## config.mk

```make
export PLATFORM = sky130hd
export DESIGN_NAME = fifo_vr_pkt
export DESIGN_NICKNAME = d
export VERILOG_FILES = /design/src/rtl/fifo_vr_pkt.sv
export SDC_FILE = /design/constraint.sdc
export NUM_CORES = 1
export LEC_CHECK = 0
export ABC_AREA = 1
export CAP_MARGIN = 40
export CORE_MARGIN = 2
export CORE_UTILIZATION = 49
export DETAILED_ROUTE_END_ITERATION = 8
export PLACE_DENSITY_LB_ADDON = 0.2
export REMOVE_ABC_BUFFERS = 1
export SYNTH_ARGS = -nofsm -noshare
export SYNTH_HDL_FRONTEND = slang
export SYNTH_SLANG_ARGS = --single-unit
```

## constraint.sdc

```tcl
create_clock -name clk -period 2.6 [get_ports clk]
set_input_delay 0.52 -clock clk [delete_from_list [all_inputs] [get_ports clk]]
set_output_delay 0.52 -clock clk [all_outputs]
set_load 0.02 [all_outputs]
```

## src/rtl/fifo_vr_pkt.sv

```systemverilog
// fifo_vr_pkt: data/last FIFO with valid-ready on both sides, any DEPTH >= 2.
//   Optional store-and-forward (PKT_MODE=1): the read side only presents data
//   once at least one complete packet (a row with last=1) is stored, or when the
//   FIFO is full (so packets longer than DEPTH still drain, cut-through style).
// Ports:
//   clk, sync_rst (sync, active-high), en (low = stall, state held)
//   data_in / data_in_last / data_in_valid / data_in_ready      write side
//   data_out / data_out_last / data_out_valid / data_out_ready  read side
//   status_count, status_pkt_count, status_almost_full, status_full, status_empty
//
// Handshake: a transfer happens on a posedge where valid & ready are both high.
//   ready and valid are each decoded from registered state and en only; neither
//   looks at the other side's valid/ready, so no combinational loop can form.
//   A full FIFO refuses a write even if a read happens in the same cycle.
module fifo_vr_pkt #(
  parameter int DEPTH        = 4,
  parameter int DATA_W       = 32,
  parameter bit PKT_MODE     = 1'b0,
  parameter int AFULL_THRESH = DEPTH - 1,
  parameter int CNT_W        = $clog2(DEPTH + 1)
) (
  input  logic              clk,
  input  logic              sync_rst,
  input  logic              en,
  input  logic [DATA_W-1:0] data_in,
  input  logic              data_in_last,
  input  logic              data_in_valid,
  output logic              data_in_ready,
  output logic [DATA_W-1:0] data_out,
  output logic              data_out_last,
  output logic              data_out_valid,
  input  logic              data_out_ready,
  output logic [CNT_W-1:0]  status_count,
  output logic [CNT_W-1:0]  status_pkt_count,
  output logic              status_almost_full,
  output logic              status_full,
  output logic              status_empty
);

  localparam int PTR_W = $clog2(DEPTH);
  localparam logic [CNT_W-1:0] DEPTH_C  = CNT_W'(DEPTH);
  localparam logic [CNT_W-1:0] AFULL_C  = CNT_W'(AFULL_THRESH);
  localparam logic [PTR_W-1:0] LAST_PTR = PTR_W'(DEPTH - 1);

  logic [DATA_W-1:0] mem_data [DEPTH];
  logic              mem_last [DEPTH];

  logic [PTR_W-1:0] wr_ptr;
  logic [PTR_W-1:0] rd_ptr;
  logic [CNT_W-1:0] count;
  logic [CNT_W-1:0] pkt_count;

  logic wr;
  logic rd;
  logic wr_last;
  logic rd_last;
  logic is_full;
  logic pkt_avail;

  // Explicit wrap so non-power-of-2 depths never index past the last row.
  function automatic logic [PTR_W-1:0] ptr_inc(input logic [PTR_W-1:0] p);
    return (p == LAST_PTR) ? '0 : p + PTR_W'(1);
  endfunction

  assign is_full   = (count == DEPTH_C);
  // Full fallback keeps a packet longer than DEPTH from deadlocking in store-and-forward.
  assign pkt_avail = PKT_MODE ? ((pkt_count != '0) | is_full) : (count != '0);

  assign data_in_ready  = en & (count < DEPTH_C);
  assign data_out_valid = en & pkt_avail;

  assign wr      = data_in_valid & data_in_ready;
  assign rd      = data_out_valid & data_out_ready;
  assign wr_last = wr & data_in_last;
  assign rd_last = rd & data_out_last;

  // Fall-through read port: the row at rd_ptr is always presented.
  assign data_out      = mem_data[rd_ptr];
  assign data_out_last = mem_last[rd_ptr];

  assign status_count       = count;
  assign status_pkt_count   = pkt_count;
  assign status_almost_full = (count >= AFULL_C);
  assign status_full        = is_full;
  assign status_empty       = (count == '0);

  // Storage is never cleared; pointers and counters define what is valid.
  always_ff @(posedge clk) begin
    if (wr && !sync_rst) begin
      mem_data[wr_ptr] <= data_in;
      mem_last[wr_ptr] <= data_in_last;
    end
  end

  always_ff @(posedge clk) begin
    if (sync_rst) begin
      wr_ptr    <= '0;
      rd_ptr    <= '0;
      count     <= '0;
      pkt_count <= '0;
    end else begin
      if (wr) wr_ptr <= ptr_inc(wr_ptr);
      if (rd) rd_ptr <= ptr_inc(rd_ptr);

      case ({wr, rd})
        2'b10:   count <= count + CNT_W'(1);
        2'b01:   count <= count - CNT_W'(1);
        default: count <= count;
      endcase

      case ({wr_last, rd_last})
        2'b10:   pkt_count <= pkt_count + CNT_W'(1);
        2'b01:   pkt_count <= pkt_count - CNT_W'(1);
        default: pkt_count <= pkt_count;
      endcase
    end
  end

endmodule

```

==> metrics, run 1 <==
CTS max path bufs=2; initial core utilization=49.6%; Register-to-Register Path Depth=10; critical path type=register to output port; final hold vios=0; Cell Rows=39; main area contributors after synthesis=edfxtp_1 71%, nor2_1 5.8%, o21ai_0 4.7%; Crit path required time=2080 ps; power density cells=785 nW/um^2; synthesized area per cell=13.5 um^2; PnR Total Power=5.75 mW; Min-Delay Path Class=register to register; final WL=11,100 um; Port Buffers=81; DR iter-0 viols=359; io pins=82; dpl hpwl=6650 um; largest net degree at the start of global routing=34; share of cells above drive strength 1=10.5%; # diodes=0; via count of the routed design=3,477; R2R Path End=status_pkt_count[2]; Worst EP arrival=1980 ps; top cell type's share of synthesized area=70.9%; Num CTS Buffers=17; Finished Core Util=65.0%; fin crit share=96.0%; first-pass GRT wire length=17,700 um; worst-path maximum fanout=14; Vias/cell=5.23; Cell variety after synth=22; min cycle time layout=2500 ps; slew margin rel.=80.3%; CP endpoint kind=output port; Slew Viols, Final=0; sequential share of power=45.3%; Cell Area, Placed=6660 um^2; P_int=4.46 mW; fmax=401 MHz; Final Setup Violations=0; # clock sinks=144; DR pass1 iterations=4; Net Sw Frac=22.4%; initial antenna violation count=0; vias in the first global route=3,616; skew final=5.88 ps; # H-tree levels=4; Tightest Pin Transition=294 ps; final-stage net count=556; die footprint=12,300 um^2; Clock Latency Late Sink=400 ps; Seq/Total Area, Yosys=75.2%; setup slack, reg-to-reg=430 ps; cts hold-fix bufs=0; Syn-to-layout area delta=31.1%; CTS clock-pin slew for the worst setup and hold paths=60 ps; grt total ovfl=0; die height=111 um; Die X=111 um; RSZ-0062 raised after global routing=no; YS warnings=0; Syn Std Cell Area=5590 um^2; dominant cell type by area after synthesis=edfxtp_1; hold path depth=1; Comb power frac=12.3%; routed length per placed instance=16.6 um; core area=11,300 um^2; hold_sp=status_pkt_count[0]; Placer Congestion=0.739; fin area=7330 um^2; Pleak=2.75 nW; Max VDD drop=0.424 mV; synthesized flop and latch total=144; CP Launch Type=register; clock network power share=42.3%; Detail Route Antenna Nets=0; CTS Root Cell=clkbuf_16; DRC viols=0; CTS tree=yes; Hold WS=515 ps; NetSw=1.29 mW; Worst Hold Path EP=status_pkt_count[0]; status=completed; Syn Inst Count=415; GR Util All Layers=18.7%; MaxCap Viol Count=0
==> critical path: stages (launching register included) <==
cell and delay (ps):
dfxtp_4 440, buf_4 230, o21ai_0 100, o22ai_1 170, clkdlybuf4s50_1 620
==> cell type report <==
cell class                      instances  area, um^2
Clock buffer                           18         429
Tap cell                              143         179
Clock inverter                         14         171
Fill cell                             814        3940
Timing Repair Buffer                   96        1080
Sequential cell                       144        4210
Inverter                               22        85.1
Multi-Input combinational cell        228        1180
==> registers in the layout, summed over array words and instances (netlist names), named ones only <==
signal            flops
mem_data            128
mem_last              4
status_count          3
status_pkt_count      3
rd_ptr                2
wr_ptr                2
==> power by group through the flow <==
stage	Clock (mW)	Combinational, mW	Sequential, mW
2_1_floorplan	0	0.320	2.68
3_3_place_gp	0	0.716	2.65
3_5_place_dp	0	0.730	2.65
4_1_cts	2.47	0.727	2.61
5_1_grt	2.58	0.774	2.61
6_report	2.43	0.709	2.61
==> Yosys cell counts <==
cell type and n:
edfxtp_1 132, nor3_1 1, ha_1 7, nand3_1 2, buf_2 8, a21oi_1 7, nor2_2 1, fa_1 2
nand3_2 1, nand2_1 13, o21ai_0 53, buf_6 7, inv_1 17, nor2_1 87, inv_2 5, clkbuf_1 1
o21ai_1 20, dfxtp_1 12, nand2_2 2, buf_4 3, clkbuf_2 2, o22ai_1 32
==> placed cells by master (no fill, tap or decap), drive strengths merged, types with 15 or more instances in the layout <==
| master | synthesis | routed |
|---|---|---|
| clkdlybuf4s50 | 0 | 51 |
| nor2 | 88 | 88 |
| clkbuf | 3 | 18 |
| o22ai | 32 | 32 |
| buf | 18 | 15 |
| inv | 22 | 22 |
| edfxtp | 132 | 132 |
| o21ai | 73 | 73 |
| dlymetal6s2s | 0 | 24 |
| nand2 | 15 | 15 |
==> through the flow <==
step,setup slack [ps],TNS [ps],cells
2_1_floorplan,-717,-47720,394
3_3_place_gp,151,0,633
3_5_place_dp,99.5,0,633
4_1_cts,1.47,0,665
5_1_grt,2.39,0,665
6_report,105,0,665
==> worst max path at each step <==
stage | start | to | slack, ps | depth (start not counted)
after floorplan | register | status_pkt_count[2] | -720 | 9
after global placement | en | status_pkt_count[2] | 150 | 12
after detailed placement | en | status_pkt_count[2] | 100 | 12
after CTS | register | data_out[0] | 1 | 5
after global routing | register | data_out[20] | 2 | 4
final | register | data_out[20] | 100 | 4
==> what timing repair did <==
action,in CTS,in global routing
resized for setup,10,26
buffers inserted,0,0
endpoints found under the setup margin,28,24
==> kinds of logic after synthesis <==
logic type      synth area share (%)
compound gates                  10.7
fa+ha+maj                       2.28
buf+inv                         4.25
flops                           75.2
simple gates                    7.50
==> routing by layer <==
metal | track usage (%) | up-vias | part of all wire, %
li1 | - | 1705 | -
met4 | 6.83 | 0 | 1.4
met5 | 0 | - | 0
met1 | 23.4 | 1685 | 44
met2 | 31.0 | 76 | 50
met3 | 5.80 | 11 | 4.5
No activity file was read; power rests on OpenSTA's default activity.
==> run 2: changes to the inputs <==
--- a/config.mk
+++ b/config.mk
@@ -6,7 +6,7 @@
 export NUM_CORES = 1
 export LEC_CHECK = 0
 export ABC_AREA = 1
-export CAP_MARGIN = 40
+export CAP_MARGIN = 0
 export CORE_MARGIN = 2
 export CORE_UTILIZATION = 49
 export DETAILED_ROUTE_END_ITERATION = 8
==> results of run 2 <==
No change in the layout: final DEF, timing and power equal those of run 1.
